File: src/rtl/wb_commit_arbiter.sv
// Writeback commit arbiter: per-pipe result FIFOs feeding a single
// register-file write port, fixed-priority or round-robin selection.
module wb_commit_arbiter #(
   parameter int NUM_PIPES  = 4,
   parameter int DATA_WIDTH = 32,
   parameter int REG_WIDTH  = 5,
   parameter int FIFO_DEPTH = 2,
   parameter int ARB_MODE   = 0
) (
   input  logic                            clk,
   input  logic                            rst,
   input  logic [NUM_PIPES-1:0]            in_valid,
   output logic [NUM_PIPES-1:0]            in_ready,
   input  logic [NUM_PIPES-1:0]            in_register_write,
   input  logic [NUM_PIPES*REG_WIDTH-1:0]  in_rd,
   input  logic [NUM_PIPES*DATA_WIDTH-1:0] in_data,
   output logic                            wb_wr_en,
   output logic [REG_WIDTH-1:0]            wb_rd,
   output logic [DATA_WIDTH-1:0]           wb_wr_data,
   output logic [NUM_PIPES-1:0]            wb_grant,
   output logic                            busy
);

   localparam int PTR_W = $clog2(FIFO_DEPTH);
   localparam int CNT_W = PTR_W + 1;
   localparam int IDX_W = (NUM_PIPES > 1) ? $clog2(NUM_PIPES) : 1;

   logic [REG_WIDTH-1:0]  rd_mem_q   [NUM_PIPES][FIFO_DEPTH];
   logic [DATA_WIDTH-1:0] data_mem_q [NUM_PIPES][FIFO_DEPTH];

   logic [PTR_W-1:0] wr_ptr_q [NUM_PIPES];
   logic [PTR_W-1:0] wr_ptr_d [NUM_PIPES];
   logic [PTR_W-1:0] rd_ptr_q [NUM_PIPES];
   logic [PTR_W-1:0] rd_ptr_d [NUM_PIPES];
   logic [CNT_W-1:0] count_q  [NUM_PIPES];
   logic [CNT_W-1:0] count_d  [NUM_PIPES];

   logic [NUM_PIPES-1:0] empty_s;
   logic [NUM_PIPES-1:0] full_s;
   logic [NUM_PIPES-1:0] store_s;
   logic [NUM_PIPES-1:0] pop_s;

   logic             grant_valid_s;
   logic [IDX_W-1:0] win_idx_s;
   logic [IDX_W-1:0] rr_ptr_q;
   logic [IDX_W-1:0] rr_ptr_d;

   logic                  wb_wr_en_q,   wb_wr_en_d;
   logic [REG_WIDTH-1:0]  wb_rd_q,      wb_rd_d;
   logic [DATA_WIDTH-1:0] wb_wr_data_q, wb_wr_data_d;
   logic [NUM_PIPES-1:0]  wb_grant_q,   wb_grant_d;

   // FIFO status and push qualification; non-writing results are accepted but never stored
   always_comb begin
      for (int i = 0; i < NUM_PIPES; i++) begin
         empty_s[i] = (count_q[i] == {CNT_W{1'b0}});
         full_s[i]  = (count_q[i] == CNT_W'(FIFO_DEPTH));
         store_s[i] = in_valid[i] & ~full_s[i] & in_register_write[i] &
                      (in_rd[i*REG_WIDTH +: REG_WIDTH] != {REG_WIDTH{1'b0}});
      end
   end

   // Winner selection over non-empty FIFO heads; descending loops let the preferred index overwrite
   always_comb begin
      int rr_idx;
      rr_idx        = 0;
      grant_valid_s = 1'b0;
      win_idx_s     = {IDX_W{1'b0}};
      if (ARB_MODE == 0) begin
         for (int k = NUM_PIPES - 1; k >= 0; k--) begin
            grant_valid_s = grant_valid_s | ~empty_s[k];
            win_idx_s     = empty_s[k] ? win_idx_s : IDX_W'(k);
         end
      end else begin
         for (int k = NUM_PIPES; k >= 1; k--) begin
            rr_idx        = (int'(rr_ptr_q) + k) % NUM_PIPES;
            grant_valid_s = grant_valid_s | ~empty_s[rr_idx];
            win_idx_s     = empty_s[rr_idx] ? win_idx_s : IDX_W'(rr_idx);
         end
      end
   end

   // Pop vector, pointer/count updates and next values of the write-port registers
   always_comb begin
      for (int i = 0; i < NUM_PIPES; i++) begin
         pop_s[i]    = grant_valid_s & (win_idx_s == IDX_W'(i));
         wr_ptr_d[i] = wr_ptr_q[i] + PTR_W'(store_s[i]);
         rd_ptr_d[i] = rd_ptr_q[i] + PTR_W'(pop_s[i]);
         count_d[i]  = count_q[i] + CNT_W'(store_s[i]) - CNT_W'(pop_s[i]);
      end
      wb_wr_en_d = grant_valid_s;
      wb_grant_d = pop_s;
      if (grant_valid_s) begin
         wb_rd_d      = rd_mem_q[win_idx_s][rd_ptr_q[win_idx_s]];
         wb_wr_data_d = data_mem_q[win_idx_s][rd_ptr_q[win_idx_s]];
         rr_ptr_d     = win_idx_s;
      end else begin
         wb_rd_d      = wb_rd_q;
         wb_wr_data_d = wb_wr_data_q;
         rr_ptr_d     = rr_ptr_q;
      end
   end

   // State registers with synchronous reset; reset drops every buffered and in-flight entry
   always_ff @(posedge clk) begin
      if (rst) begin
         for (int i = 0; i < NUM_PIPES; i++) begin
            wr_ptr_q[i] <= {PTR_W{1'b0}};
            rd_ptr_q[i] <= {PTR_W{1'b0}};
            count_q[i]  <= {CNT_W{1'b0}};
         end
         rr_ptr_q     <= IDX_W'(NUM_PIPES - 1);
         wb_wr_en_q   <= 1'b0;
         wb_rd_q      <= {REG_WIDTH{1'b0}};
         wb_wr_data_q <= {DATA_WIDTH{1'b0}};
         wb_grant_q   <= {NUM_PIPES{1'b0}};
      end else begin
         for (int i = 0; i < NUM_PIPES; i++) begin
            wr_ptr_q[i] <= wr_ptr_d[i];
            rd_ptr_q[i] <= rd_ptr_d[i];
            count_q[i]  <= count_d[i];
         end
         rr_ptr_q     <= rr_ptr_d;
         wb_wr_en_q   <= wb_wr_en_d;
         wb_rd_q      <= wb_rd_d;
         wb_wr_data_q <= wb_wr_data_d;
         wb_grant_q   <= wb_grant_d;
      end
   end

   // FIFO storage; contents are only meaningful below the count, so no reset is needed
   always_ff @(posedge clk) begin
      for (int i = 0; i < NUM_PIPES; i++) begin
         if (store_s[i]) begin
            rd_mem_q[i][wr_ptr_q[i]]   <= in_rd[i*REG_WIDTH +: REG_WIDTH];
            data_mem_q[i][wr_ptr_q[i]] <= in_data[i*DATA_WIDTH +: DATA_WIDTH];
         end
      end
   end

   assign in_ready   = ~full_s;
   assign busy       = (|(~empty_s)) | wb_wr_en_q;
   assign wb_wr_en   = wb_wr_en_q;
   assign wb_rd      = wb_rd_q;
   assign wb_wr_data = wb_wr_data_q;
   assign wb_grant   = wb_grant_q;

endmodule

File: config.mk
export PLATFORM = sky130hd
export DESIGN_NAME = wb_commit_arbiter
export DESIGN_NICKNAME = d
export VERILOG_FILES = /design/src/rtl/wb_commit_arbiter.sv
export SDC_FILE = /design/constraint.sdc
export NUM_CORES = 1
export LEC_CHECK = 0
export ABC_AREA = 1
export BUFFER_PORTS_ARGS = -buffer_cell sky130_fd_sc_hd__buf_2
export CORE_ASPECT_RATIO = 1.2
export CORE_MARGIN = 2
export CORE_UTILIZATION = 50
export CTS_BUF_LIST = sky130_fd_sc_hd__clkbuf_4 sky130_fd_sc_hd__clkbuf_8
export DETAILED_ROUTE_END_ITERATION = 10
export PLACE_DENSITY = 0.82
export SETUP_SLACK_MARGIN = 0.3
export SLEW_MARGIN = 20
export SYNTH_ARGS = -nofsm -noshare
export SYNTH_HDL_FRONTEND = slang
export SYNTH_SLANG_ARGS = --single-unit
File: constraint.sdc
create_clock -name clk -period 3.22 [get_ports clk]
set_input_delay 0.161 -clock clk [delete_from_list [all_inputs] [get_ports clk]]
set_output_delay 0.161 -clock clk [all_outputs]
set_load 0.05 [all_outputs]
* After elaboration in Yosys (flattened, before gate mapping)
Memory sizes are Yosys's and may differ from the RTL's.
Index checks and enable logic that the tools add are counted.
** Word-level totals
- Bits in latches :: 0
- ROM bits :: 0
- Register bits :: 42
- Memories :: 5
- Word-level logic and storage cells :: 155
- Bits in writable memories :: 312
** Operators by class
- Reduce and logical (&&, ||, !) cells :: 14
- Bitwise operators :: 47
- Eq/ne operators :: 7
- Shift operators :: 0
- Divide/modulo/power cells :: 0
- Add/sub/neg operators :: 16
- Muxes and demuxes :: 53
- $lt $le $gt $ge :: 9
- $mul :: 0
** Memory list
- data_mem_q :: words 4, width 64, read ports 1, clocked after memory_dff 0, write ports 4, RTL line 29 : logic [DATA_WIDTH-1:0] data_mem_q [NUM_PIPES][FIFO_DEPTH];
- rd_mem_q :: words 4, width 10, read ports 1, clocked after memory_dff 0, write ports 4, RTL line 28 : logic [REG_WIDTH-1:0] rd_mem_q [NUM_PIPES][FIFO_DEPTH];
- count_q :: words 4, width 2, read ports 4, clocked after memory_dff 0, write ports 4, RTL line 35 : logic [CNT_W-1:0] count_q [NUM_PIPES];
- rd_ptr_q :: words 4, width 1, read ports 5, clocked after memory_dff 0, write ports 4, RTL line 33 : logic [PTR_W-1:0] rd_ptr_q [NUM_PIPES];
- wr_ptr_q :: words 4, width 1, read ports 4, clocked after memory_dff 0, write ports 4, RTL line 31 : logic [PTR_W-1:0] wr_ptr_q [NUM_PIPES];
** Operators with widths (number)
- 64-bit 2-to-1 mux :: 4
- 32-bit 2-to-1 mux :: 7
- 32-bit demux with 1-bit select :: 4
- 10-bit 2-to-1 mux :: 4
- 5-bit 2-to-1 mux :: 7
- 5-bit demux with 1-bit select :: 4
- 5-bit nonzero test :: 4
- 1-bit bitwise AND :: 16
- 2-bit 2-to-1 mux :: 8
- 1-bit OR :: 16
- 1-bit 2-to-1 mux :: 15
- 2-bit == test, second input constant :: 6
- 2-bit greater-or-equal comparator, second input constant :: 5
- 2-bit zero test :: 5
- 1-bit inverter with 2-bit output :: 5
- 1-bit adder :: 8
- 2-bit by 1-bit adder with 2-bit output :: 4
- 2-bit by 1-bit less-than comparator with 1-bit output, second input constant :: 4
- 1-bit inverter :: 8
- 4-bit inverter :: 2
- 2-bit by 1-bit subtractor with 2-bit output :: 4
- 1-bit logical AND :: 4
- 4-bit OR reduction :: 1
- 2-bit by 1-bit == test with 1-bit output, second input constant :: 1

* Logic depth before layout (Yosys ltp)
An unclocked memory read counts as a cell.
- Depth in word-level cells :: 10
- Depth in mapped cells :: 14
- Mapped depth without buffers :: 12

* Worst setup path after synthesis
No wires, ideal clock.
- Kind :: register to register
- From :: mem count_q[1][0] (netlist name)
- To :: mem data_mem_q[1][0] (netlist name), enable pin
- Arrival time :: 2.058 ns
- Cell stages (with the launch flop) :: 6
- Library setup time :: 0.398 ns
- Path buffers :: 0
- Period minus slack after synthesis :: 2.456 ns
- Path slack :: 0.764 ns
- Path through :: dfxtp_1 -> inv_1 -> nand2_1 -> nand4_1 -> inv_1 -> ha_1
** RTL lines (RTL line)
- start, declared :: 35
- end, declared :: 29

==> results list <==
- The run finished with clean final reports.
* Residual overflow from global routing: 0
- Critical Path End Type: primary output
* Count of antenna-violating nets left after detailed routing: 0
- Each instance of the synthesized netlist takes up on average 9.799 um^2.
- The critical path is of the reg -> out type.
* Core Footprint: 30570 um^2
- In this run the core area contains 70 standard-cell rows.
* Mean number of vias per cell: 5.274
- The via count of the first global-routing pass is 12830.
- Count of distinct cell types in the synthesized netlist: 28
- Actual transition at the worst max-transition pin: 0.9180 ns
- Required arrival time at the worst endpoint: 3.06 ns
- H-tree levels: 2
* Final design area excluding fillers: 19590 um^2
- Synthesized area: 15570 um^2
* Setup repair after global routing missed its margin: false
- Max-cap violations in this run came to 0.
- Worst setup timing slack at the placement stage: 0.5426 ns
* Sort of element at the start of the critical path: flop
* Total count of hold-check failures in the final report: 0
- Dividing total power by cell area gives a power density of 861.6 nW/um^2.
- Detailed placement finished with a half-perimeter wire length of 25.17 mm.
- For this design the static power due to leakage is 9.210 nW.
- The later pin in the worst-skew pair is clocked with a latency of 0.64 ns.
- Aggregate negative setup slack: 0 ns
- CTS clk-pin slew, worst paths: 0.07 ns
* GR Util All Layers: 26.79%
* Synthesized Nets: 1762
- Wire length of the first global-routing pass: 66.19 mm
- Num Clock Sinks: 354
* Critical path peak fanout: 78
- First-pass iteration count of the detailed router: 6
* Synth-to-Final Area Change: 25.83%
- Crit path setup slack, layout: 0.5840 ns
- The detailed router finished its first iteration with 1381 violations.
- Overall via count from detail_route: 12600
* Synthesized netlist cell count: 1589
* Fin Clk Skew: 0.04198 ns
* Post-synthesis cell type with the largest combined area: sky130_fd_sc_hd__edfxtp_1
- Setup violations remaining at the end of the flow were counted as 0.
- The worst pin sits at a relative slew slack of 38.80%.
* Internal power summed over all cells: 9.824 mW
- Share of cells above drive strength 1: 17.68%
- Cell area reported after detailed placement: 16820 um^2
* Most frequent standard cell in the layout excluding fill and tap cells: sky130_fd_sc_hd__nand2_1
- Buffers placed on the I/O ports in this run total 204.
- Once layout is complete, the utilization of the core stands at 64.09%.
- In this run the clock root is driven by a sky130_fd_sc_hd__clkbuf_8.
- Detailed Route WL: 43.89 mm
- Net switching power figure: 7.055 mW
- Fraction of the yosys area taken by sequential cells: 64.55%
- Routed wire length per instance: 18.37 um
- Area of the die: 32570 um^2
- Seq pwr share: 33.9%
* Inserted Clock Buffers: 54
* Number of buffers inserted to repair setup after CTS: 0
* Maximum clock frequency: 0.3794 GHz
- Commonest cells after routing, fill and taps aside: 463 x sky130_fd_sc_hd__nand2_1, 308 x sky130_fd_sc_hd__inv_1, 307 x sky130_fd_sc_hd__nand3_1
- Clock tree from TritonCTS: yes
- After the last flow step, the layout net total stands at 2112.
- The number of max-slew violations in the final report came to 0.
* Maximum clock path buffer count: 3
- The floorplan step set the die height to 197.3 um.
- 205 I/O pins were placed.
* Maximum number of pins on one net before global-route repair: 157
- Post-layout minimum cycle time: 2.636 ns
- Share of the cycle needed by the critical path after routing: 81.86%
- For this configuration, the core starts out at a cell density of 50.94%.
- Combinational cell fraction of total power: 41.5%
- In this run, synthesis produced a sequential element count of 354.
- The worst-case IR drop observed on VDD is 0.6538 mV.
- Switching share of total power: 41.80%
* Hold Crit Class: in -> reg
- Final weighted congestion in routability-driven placement: 0.8421
- Antenna violations before repair: 8
- Clock share of power: 24.6%
- Data on the critical path arrives at its endpoint at 2.47 ns.
- Share of Yosys cell area claimed by the top area cell type: 57.09%
- Die width: 165.1 um
- After detailed routing, the number of remaining DRC violations is 0.
* Total number of yosys warnings: 0
- Area contributors post-synth: sky130_fd_sc_hd__edfxtp_1 57%, sky130_fd_sc_hd__nand2_1 11%, sky130_fd_sc_hd__nand3_1 9.9%, sky130_fd_sc_hd__dfxtp_1 7.5%, sky130_fd_sc_hd__inv_1 7.4%
==> critical path, cell delays in order, from the launching register on <==
cell and delay [ns]:
sky130_fd_sc_hd__dfxtp_1 0.34, sky130_fd_sc_hd__inv_2 0.06, sky130_fd_sc_hd__nand2_2 0.08, sky130_fd_sc_hd__inv_4 0.12
sky130_fd_sc_hd__buf_16 0.32, sky130_fd_sc_hd__nand2_2 0.13, sky130_fd_sc_hd__nor2_2 0.17, sky130_fd_sc_hd__inv_1 0.13
sky130_fd_sc_hd__or2_2 0.29, sky130_fd_sc_hd__buf_2 0.21
==> per-layer routing <==
| layer | track usage (%) | up-vias | share of wire [%] |
|---|---|---|---|
| met5 | 0 | - | 0 |
| met4 | 18.78 | 0 | 7.1 |
| met3 | 4.829 | 209 | 8.3 |
| met2 | 46.34 | 746 | 50 |
| met1 | 29.61 | 5864 | 35 |
| li1 | - | 5780 | - |
==> layout make-up <==
class                   instances  area (um^2)
well taps                     396        495.5
repair buffers                374         2770
clock buffers                  78        985.9
inverters                     312         1174
multi-input cells             843         3851
diodes                          8        20.02
flip-flops and latches        354        10050
clock inverters                24        245.2
fillers                      2222        10980
==> cell families after synthesis <==
group,after synthesis,share of synthesized area (%)
DFF,354,64.55
buffers and inverters,392,10.90
and+or+nand+nor,820,23.02
xor gates and xnor gates,3,0.1688
adders and majority gates,15,1.205
AOI/OAI and AO/OA,5,0.1607
==> worst paths after layout <==
check	endpoint	slack [ns]	depth (start not counted)	start
max reg2reg	wb_wr_data[6]$_SDFFE_PP0P_	0.61	11	count_q[2][1]$_SDFF_PP0_
max	busy	0.58	9	count_q[0][0]$_SDFF_PP0_
min	wr_ptr_q[1]$_SDFF_PP0_	0.07	5	in_valid[1]
min reg2reg	wb_rd[4]$_SDFFE_PP0P_	0.45	2	wb_rd[4]$_SDFFE_PP0P_
==> timing repair <==
item	CTS	global route
hold endpoints to repair	304	0
resized for setup	0	1
setup endpoints to repair	0	12
hold buffers	149	0
==> metrics by stage <==
stage	power (mW)	hold WS, ns	cells
6_report	16.88	0.06773	2389
5_1_grt	17.89	0.08738	2389
4_1_cts	16.67	0.06282	2380
3_5_place_dp	12.44	0.3519	2129
3_3_place_gp	12.16	0.3485	2129
2_1_floorplan	11.06	0.2599	1589
==> flip-flops by register name (all words and copies together), names as in the netlist <==
signal      cells
wb_wr_en        1
rd_mem_q       40
rd_ptr_q        4
wr_ptr_q        4
count_q         8
wb_grant        4
wb_rd           5
data_mem_q    256
wb_wr_data     32
==> synth_stat cells <==
| cell | instances |
|---|---|
| sky130_fd_sc_hd__nand2_1 | 463 |
| sky130_fd_sc_hd__inv_1 | 308 |
| sky130_fd_sc_hd__nand3_1 | 307 |
| sky130_fd_sc_hd__edfxtp_1 | 296 |
| sky130_fd_sc_hd__dfxtp_1 | 58 |
| sky130_fd_sc_hd__buf_2 | 49 |
| sky130_fd_sc_hd__nor2_1 | 24 |
| sky130_fd_sc_hd__buf_6 | 15 |
| sky130_fd_sc_hd__ha_1 | 15 |
| sky130_fd_sc_hd__buf_4 | 10 |
| sky130_fd_sc_hd__a21oi_1 | 5 |
| sky130_fd_sc_hd__clkbuf_1 | 5 |
| sky130_fd_sc_hd__nand2_2 | 5 |
| sky130_fd_sc_hd__nand4_1 | 4 |
| sky130_fd_sc_hd__nor3_1 | 4 |
| sky130_fd_sc_hd__nor3b_1 | 4 |
| sky130_fd_sc_hd__inv_2 | 3 |
| sky130_fd_sc_hd__xor2_1 | 3 |
| sky130_fd_sc_hd__nor2_4 | 2 |
| sky130_fd_sc_hd__buf_8 | 1 |
| sky130_fd_sc_hd__inv_4 | 1 |
| sky130_fd_sc_hd__nand2_4 | 1 |
| sky130_fd_sc_hd__nand2_8 | 1 |
| sky130_fd_sc_hd__nand3_2 | 1 |
| sky130_fd_sc_hd__nand3_4 | 1 |
| sky130_fd_sc_hd__nor2_2 | 1 |
| sky130_fd_sc_hd__nor2_8 | 1 |
| sky130_fd_sc_hd__or2_2 | 1 |
==> power by group through the flow <==
stage	logic (mW)	registers, mW	clock network (mW)
2_1_floorplan	4.73	6.34	0
3_3_place_gp	6.38	5.78	0
3_5_place_dp	6.65	5.79	0
4_1_cts	6.82	5.70	4.15
5_1_grt	7.76	5.75	4.39
6_report	7.01	5.71	4.16
(Power assumes the default switching activity.)
